===== config.mk =====
export PLATFORM = sky130hd
export DESIGN_NAME = conv2d_rmem_flat
export DESIGN_NICKNAME = d
export VERILOG_FILES = /design/src/rtl/conv2d_rmem_if.sv /design/src/rtl/conv2d_rmem.sv /design/src/flat_wrapper.sv
export SDC_FILE = /design/constraint.sdc
export NUM_CORES = 1
export LEC_CHECK = 0
export ABC_AREA = 1
export CORE_MARGIN = 2
export CORE_UTILIZATION = 60
export DETAILED_ROUTE_END_ITERATION = 10
export DONT_BUFFER_PORTS = 1
export GPL_TIMING_DRIVEN = 0
export PLACE_DENSITY = 0.86
export SYNTH_ARGS = -nofsm -noshare
export SYNTH_HDL_FRONTEND = slang
export SYNTH_SLANG_ARGS = --single-unit

===== constraint.sdc =====
create_clock -name clk -period 19.13 [get_ports clk]
set_clock_uncertainty 0.2 [all_clocks]
set_input_delay 3.826 -clock clk [delete_from_list [all_inputs] [get_ports clk]]
set_output_delay 3.826 -clock clk [all_outputs]
set_load 0.02 [all_outputs]

===== src/rtl/conv2d_rmem_if.sv =====
// conv2d_rmem_if: read-master control and user-buffer port bundle.
// master modport = pixel fetcher side, slave modport = read-master side.
interface conv2d_rmem_if #(
    parameter int AW = 30,
    parameter int DW = 256
);
    logic          rmst_ctrl_fixed_location;
    logic [AW-1:0] rmst_ctrl_read_base;
    logic [AW-1:0] rmst_ctrl_read_length;
    logic          rmst_ctrl_go;
    logic          rmst_ctrl_done;
    logic          rmst_user_read_buffer;
    logic [DW-1:0] rmst_user_buffer_output_data;
    logic          rmst_user_data_available;

    modport master (
        output rmst_ctrl_fixed_location,
        output rmst_ctrl_read_base,
        output rmst_ctrl_read_length,
        output rmst_ctrl_go,
        input  rmst_ctrl_done,
        output rmst_user_read_buffer,
        input  rmst_user_buffer_output_data,
        input  rmst_user_data_available
    );

    modport slave (
        input  rmst_ctrl_fixed_location,
        input  rmst_ctrl_read_base,
        input  rmst_ctrl_read_length,
        input  rmst_ctrl_go,
        output rmst_ctrl_done,
        input  rmst_user_read_buffer,
        output rmst_user_buffer_output_data,
        output rmst_user_data_available
    );
endinterface


===== src/rtl/conv2d_rmem.sv =====
// conv2d_rmem: fetches length_in 32-bit pixels from memory through a burst
// read master (bursts of up to 4 x 128-bit beats) and unpacks each beat into
// a valid/ready pixel stream, lane 0 first.
// Optional: define CONV2D_RMEM_STAT_EN to add the stat_stall counter output.
module conv2d_rmem #(
    parameter int AW = 30,
    parameter int DW = 256
) (
    input  logic              clk,
    input  logic              rst,
    conv2d_rmem_if.master     rmst,
    input  logic              param_ena,
    input  logic [AW-1:0]     param_xaddr,
    input  logic [17:0]       param_length_in,
    output logic              pxl_vld_x,
    output logic [31:0]       pxl_x,
    input  logic              pxl_rdy_x,
    output logic              flag_read_over
`ifdef CONV2D_RMEM_STAT_EN
    ,
    output logic [31:0]       stat_stall
`endif
);

    typedef enum logic [1:0] {ST_IDLE, ST_ISSUE, ST_WAIT, ST_DRAIN} state_t;

    state_t        state_q, state_d;

    logic          ena_q, done_q;
    logic [17:0]   len_q, total_beats_q, beats_req_q, beats_pop_q, pix_cnt_q;
    logic [AW-1:0] addr_q, base_q, rlen_q;
    logic          go_q;
    logic [127:0]  hold_q;
    logic          vld_q;
    logic [1:0]    idx_q;
    logic          flag_q;

    logic          start, done_rise, xfer, at_last, pop;
    logic [17:0]   total_beats_in;
    logic [1:0]    last_lane;
    logic          issue;
    logic [17:0]   remaining;
    logic [2:0]    burst_beats;
    logic          flag_d;
    logic          unused_hi;

    assign start          = param_ena & ~ena_q & (state_q == ST_IDLE);
    assign done_rise      = rmst.rmst_ctrl_done & ~done_q;
    assign total_beats_in = 18'((19'(param_length_in) + 19'd3) >> 2);

    // The held beat is the final one once every beat of the job has been popped
    assign last_lane = (beats_pop_q == total_beats_q) ? (len_q[1:0] - 2'd1) : 2'd3;
    assign xfer      = vld_q & pxl_rdy_x;
    assign at_last   = xfer & (idx_q == last_lane);
    assign pop       = rmst.rmst_user_data_available & (beats_pop_q < total_beats_q)
                       & (~vld_q | at_last);

    assign rmst.rmst_ctrl_fixed_location = 1'b0;
    assign rmst.rmst_ctrl_read_base      = base_q;
    assign rmst.rmst_ctrl_read_length    = rlen_q;
    assign rmst.rmst_ctrl_go             = go_q;
    assign rmst.rmst_user_read_buffer    = pop;

    assign pxl_vld_x      = vld_q;
    assign pxl_x          = hold_q[{idx_q, 5'd0} +: 32];
    assign flag_read_over = flag_q;

    assign unused_hi = ^rmst.rmst_user_buffer_output_data[DW-1:128];

    // Edge-detect history; ena_q resets high so a level already present at
    // release is not mistaken for a new trigger
    always_ff @(posedge clk or posedge rst) begin
        if (rst) begin
            ena_q  <= 1'b1;
            done_q <= 1'b0;
        end else begin
            ena_q  <= param_ena;
            done_q <= rmst.rmst_ctrl_done;
        end
    end

    // FSM state register
    always_ff @(posedge clk or posedge rst) begin
        if (rst) state_q <= ST_IDLE;
        else     state_q <= state_d;
    end

    // FSM next-state logic
    always_comb begin
        state_d = state_q;
        unique case (state_q)
            ST_IDLE:  if (start) state_d = (total_beats_in == 18'd0) ? ST_DRAIN : ST_ISSUE;
            ST_ISSUE: state_d = ST_WAIT;
            ST_WAIT:  if (done_rise) state_d = (beats_req_q < total_beats_q) ? ST_ISSUE : ST_DRAIN;
            ST_DRAIN: if (pix_cnt_q == len_q) state_d = ST_IDLE;
            default:  state_d = ST_IDLE;
        endcase
    end

    // FSM outputs: burst issue strobe, burst size, job-complete strobe
    always_comb begin
        issue       = 1'b0;
        flag_d      = 1'b0;
        remaining   = total_beats_q - beats_req_q;
        burst_beats = (remaining >= 18'd4) ? 3'd4 : remaining[2:0];
        if (state_q == ST_ISSUE) issue = 1'b1;
        if ((xfer && ((pix_cnt_q + 18'd1) == len_q)) ||
            (start && (param_length_in == 18'd0)))
            flag_d = 1'b1;
    end

    // Job latch and burst command registers (held until the next go)
    always_ff @(posedge clk or posedge rst) begin
        if (rst) begin
            go_q          <= 1'b0;
            addr_q        <= '0;
            base_q        <= '0;
            rlen_q        <= '0;
            len_q         <= '0;
            total_beats_q <= '0;
            beats_req_q   <= '0;
        end else begin
            go_q <= issue;
            if (start) begin
                addr_q        <= param_xaddr;
                len_q         <= param_length_in;
                total_beats_q <= total_beats_in;
                beats_req_q   <= '0;
            end else if (issue) begin
                base_q      <= addr_q;
                rlen_q      <= AW'(burst_beats) << 4;
                addr_q      <= addr_q + AW'(64);
                beats_req_q <= beats_req_q + 18'(burst_beats);
            end
        end
    end

    // Beat unpacker: a fresh beat replaces the held one in the same cycle its
    // last used lane transfers, so the stream can run without bubbles
    always_ff @(posedge clk or posedge rst) begin
        if (rst) begin
            hold_q      <= '0;
            vld_q       <= 1'b0;
            idx_q       <= '0;
            beats_pop_q <= '0;
            pix_cnt_q   <= '0;
            flag_q      <= 1'b0;
        end else begin
            flag_q <= flag_d;
            if (start) begin
                vld_q       <= 1'b0;
                idx_q       <= '0;
                beats_pop_q <= '0;
                pix_cnt_q   <= '0;
            end else begin
                if (xfer) pix_cnt_q <= pix_cnt_q + 18'd1;
                if (pop) begin
                    hold_q      <= rmst.rmst_user_buffer_output_data[127:0];
                    vld_q       <= 1'b1;
                    idx_q       <= '0;
                    beats_pop_q <= beats_pop_q + 18'd1;
                end else if (at_last) begin
                    vld_q <= 1'b0;
                end else if (xfer) begin
                    idx_q <= idx_q + 2'd1;
                end
            end
        end
    end

`ifdef CONV2D_RMEM_STAT_EN
    // Saturating count of cycles the downstream holds off a valid pixel
    always_ff @(posedge clk or posedge rst) begin
        if (rst)                                      stat_stall <= '0;
        else if (start)                               stat_stall <= '0;
        else if (vld_q && !pxl_rdy_x && stat_stall != '1) stat_stall <= stat_stall + 32'd1;
    end
`endif

endmodule

===== src/flat_wrapper.sv =====
// flat-port wrapper written by rule: the top's interface ports become plain ports
module conv2d_rmem_flat 
#(
    parameter int AW = 30,
    parameter int DW = 256
)
  (clk, rst, param_ena, param_xaddr, param_length_in, pxl_vld_x, pxl_x, pxl_rdy_x, flag_read_over, rmst_rmst_ctrl_fixed_location, rmst_rmst_ctrl_read_base, rmst_rmst_ctrl_read_length, rmst_rmst_ctrl_go, rmst_rmst_ctrl_done, rmst_rmst_user_read_buffer, rmst_rmst_user_buffer_output_data, rmst_rmst_user_data_available);
  conv2d_rmem_if #(.AW(AW), .DW(DW)) rmst_i ();
  input  logic clk;
  input  logic rst;
  input  logic param_ena;
  input  logic [AW-1:0] param_xaddr;
  input  logic [17:0] param_length_in;
  output logic pxl_vld_x;
  output logic [31:0] pxl_x;
  input  logic pxl_rdy_x;
  output logic flag_read_over;
  output wire logic [$bits(rmst_i.rmst_ctrl_fixed_location)-1:0] rmst_rmst_ctrl_fixed_location;
  output wire logic [$bits(rmst_i.rmst_ctrl_read_base)-1:0] rmst_rmst_ctrl_read_base;
  output wire logic [$bits(rmst_i.rmst_ctrl_read_length)-1:0] rmst_rmst_ctrl_read_length;
  output wire logic [$bits(rmst_i.rmst_ctrl_go)-1:0] rmst_rmst_ctrl_go;
  input wire logic [$bits(rmst_i.rmst_ctrl_done)-1:0] rmst_rmst_ctrl_done;
  output wire logic [$bits(rmst_i.rmst_user_read_buffer)-1:0] rmst_rmst_user_read_buffer;
  input wire logic [$bits(rmst_i.rmst_user_buffer_output_data)-1:0] rmst_rmst_user_buffer_output_data;
  input wire logic [$bits(rmst_i.rmst_user_data_available)-1:0] rmst_rmst_user_data_available;
  assign rmst_rmst_ctrl_fixed_location = rmst_i.rmst_ctrl_fixed_location;
  assign rmst_rmst_ctrl_read_base = rmst_i.rmst_ctrl_read_base;
  assign rmst_rmst_ctrl_read_length = rmst_i.rmst_ctrl_read_length;
  assign rmst_rmst_ctrl_go = rmst_i.rmst_ctrl_go;
  assign rmst_i.rmst_ctrl_done = rmst_rmst_ctrl_done;
  assign rmst_rmst_user_read_buffer = rmst_i.rmst_user_read_buffer;
  assign rmst_i.rmst_user_buffer_output_data = rmst_rmst_user_buffer_output_data;
  assign rmst_i.rmst_user_data_available = rmst_rmst_user_data_available;
  conv2d_rmem #(.AW(AW), .DW(DW)) u_core (.clk(clk), .rst(rst), .rmst(rmst_i), .param_ena(param_ena), .param_xaddr(param_xaddr), .param_length_in(param_length_in), .pxl_vld_x(pxl_vld_x), .pxl_x(pxl_x), .pxl_rdy_x(pxl_rdy_x), .flag_read_over(flag_read_over));
endmodule

==> run_results.csv <==
group,metric,value,unit
run_status,run_status,"complete, but fails checks",
run_status,violations,"DRC",
hold_path,hold-path-cell-count,2,
yosys,synth_flop_cell,"dfrtp_1",
drt,avgViaCountPerCell,5.84,
sta,rsz0062_at_grt,"false",
hold_path,min_from,"u_core.addr_q[4]",
clock_network,cts_buffers,30,
yosys,syn_inst,2178,
hold_path,min_path_type,"reg2reg",
yosys,synth.distinct_cells,51,
yosys,ys_warn_count,0,
drt,maxUsedRoutingLayer,"met4",
clock_network,clock-sinks,289,
sta,maxSlewViolCount,0,
global_route,grt_pass1_vias,14800,
floorplan,die_area,28500,um2
sta,setup_tns,0,ps
drt,wl_met2,22500,um
drt,firstDrtPassIters,11,
floorplan,core,26800,um2
hold_path,holdPathEnd,"u_core.rmst.rmst_ctrl_read_base[4]",
global_route,grt_overflow,0,
sta,finalHoldViolCount,0,
drt,avgRoutedWirePerCell,18.6,um
drt,drtAntennaViolNets,0,
drt,vias,15200,
yosys,synth_top_area_cell,"dfrtp_1",
critical_path,critPathRequiredTime,15100,ps
critical_path,path_delay_family,"compound AO/OA/AOI/OAI gates",
cells_and_area,antenna-diode-count,0,
critical_path,crit_top_cell,"nand2_1",
pwr,leakagePower,9.14,nW
clock_network,clock_latency,560,ps
global_route,grt_max_degree,136,
drt,wl_met1,18200,um
floorplan,initial_core_util,0.607,
yosys,synth_seq_cells,289,
floorplan,dieWidth,169,um
pwr,ir_drop,0.112,mV
yosys,yosysSeqAreaShare,0.445,
floorplan,die_h,169,um
critical_path,critPathMaxStageDelay,650,ps
sta,worst_pin_slew,941,ps
critical_path,worst_path_max_delay_cell,"a211oi_1",
drt,drt-initial-drc-count,1610,
critical_path,cp_max_fo,6,
clock_network,cts_resized,0,
yosys,synth-edff-count,0,
sta,slew_headroom,0.373,
critical_path,crit_chain,"nand2_1 -> a211oi_1 -> nand2_1 -> inv_1",
cells_and_area,syn2layout_area_growth,10.0,%
critical_path,reg2regPathDepth,31,
clock_network,cts-root-buf,"clkbuf_16",
critical_path,critPathBufInv,1,
critical_path,start_kind,"input port",
critical_path,worst-setup-path-type,"in2out",
placement,place_congestion,0.975,
floorplan,io-pin-count,407,
sta,post-route-period-util,0.480,
clock_network,ctsLongestPathBuffers,3,
yosys,synthTopCellsByCount,"509 x nand2_1, 333 x inv_1, 291 x o21ai_0",
drt,wl,48400,um
global_route,grt_util_all_layers,0.336,
sta,setup_viol,0,
drt,drc_errors,1,
sta,finalCriticalPeriod,9190,ps
cells_and_area,drive_gt1_frac,0.0654,
critical_path,reg2reg_from,"u_core.beats_req_q[0]",
clock_network,cts-htree-levels,1,
yosys,syn-cell-area,16300,um2
critical_path,worstPathArrival,5160,ps
critical_path,cp-end-kind,"primary output",
floorplan,rows,60,
sta,fmax,109,MHz
yosys,synth_most_common_cell,"nand2_1",
global_route,antenna_found_initial,0,
placement,dp_hpwl,36600,um
cells_and_area,fin_nets,2590,
cells_and_area,final_core_util,0.668,
yosys,syn_avg_cell_area,7.47,um2
cells_and_area,n_fill_cell,2234,
yosys,yosysTopAreaCellShare,0.443,
drt,dr_wl_met3,5280,um
yosys,synth.area.top_cells,"dfrtp_1 44%, nand2_1 12%, o21ai_0 9.0%",
clock_network,hold_buffers,0,
clock_network,path_clk_slew,60,ps
pwr,p_per_area,177,nW/um2
global_route,grt_pass1_wl,76000,um
clock_network,cts_tree,"yes",
critical_path,regToRegSetupSlack,14050,ps
run,cap_violations,0,
critical_path,path_depth,4,
placement,io_buffers,0,
clock_network,post_cts_buffers,0,
critical_path,rr_endpoint,"u_core.beats_req_q[16]",
yosys,async_flop_share,1.00,
==> worst min-delay path, stage by stage, from the launching register on <==
cell	delay, ps
dfrtp_1	340
nand2_1	50
nand2_1	60
==> cell families after synthesis <==
group / after synthesis / share of synthesized area
fa+ha+maj: 41 / 0.0324
compound gates: 429 / 0.142
flops: 289 / 0.445
xor+xnor: 53 / 0.0285
simple gates: 908 / 0.239
buf+inv: 457 / 0.113
other cells: 1 / 0.000230
==> final cells by class <==
class	instances	area (um2)	share of cell area
inverters	346	1310	0.0730
plain buffers	111	542	0.0303
flip-flops and latches	289	7230	0.404
well taps	341	427	0.0238
multi-input cells	1459	7300	0.408
repair buffers	2	55.1	0.00308
clock inverters	10	108	0.00601
clock buffers	45	928	0.0519
==> how the worst max path moves through the flow <==
stage / start / end / slack (ps)
floorplan: rst / u_core.addr_q[0] / 7130
global placement: rst / u_core.rmst.rmst_ctrl_go / 4390
detailed placement: rmst_rmst_user_data_available / rmst_rmst_user_read_buffer / 10060
CTS: rmst_rmst_user_data_available / rmst_rmst_user_read_buffer / 9980
global route: rmst_rmst_user_data_available / rmst_rmst_user_read_buffer / 9910
finish: rmst_rmst_user_data_available / rmst_rmst_user_read_buffer / 9940
==> power breakdown <==
group	internal, mW	switching, mW	total, mW
Sequential	0.864	0.234	1.10
Combinational	0.445	1.02	1.46
Clock	0.360	0.247	0.608
==> flip-flops by register name, summed over array words and instances (netlist names) <==
register and count:
u_core.hold_q 128, u_core.addr_q 30, u_core.rmst.rmst_ctrl_read_base 30, u_core.beats_pop_q 18
u_core.beats_req_q 18, u_core.len_q 18, u_core.pix_cnt_q 18, u_core.total_beats_q 17
u_core.rmst.rmst_ctrl_read_length 3, u_core.idx_q 2, u_core.state_q 2, u_core.done_q 1
u_core.ena_q 1, u_core.flag_read_over 1, u_core.pxl_vld_x 1, u_core.rmst.rmst_ctrl_go 1
==> through the flow <==
step           area [um2]  hold slack, ps  power, mW  setup WS (ps)  instances
2_1_floorplan       16400             248       2.11           7130       2205
3_3_place_gp        16800             260       2.46           4390       2546
3_5_place_dp        16900             268       2.52          10060       2548
4_1_cts             17900             280       3.13           9980       2603
5_1_grt             17900             288       3.39           9910       2603
6_report            17900             272       3.17           9940       2603
==> routing by layer <==
metal / GRT usage / vias to the layer above
met5: 0 / -
met4: 0.157 / 0
met3: 0.0753 / 177
met2: 0.558 / 891
met1: 0.421 / 7064
li1: - / 7073
==> layout by cell type (no fill, tap or decap), types with 31 or more instances in the layout <==
cell / instances
nor2_1: 176
clkbuf_16: 31
o21ai_0: 291
o22ai_1: 45
nand3_1: 101
nand2_1: 509
dfrtp_1: 288
a21oi_1: 40
ha_1: 39
clkbuf_1: 69
inv_1: 332
nand4_1: 31
xor2_1: 44
Note: power is estimated with default switching activity, not from simulation.
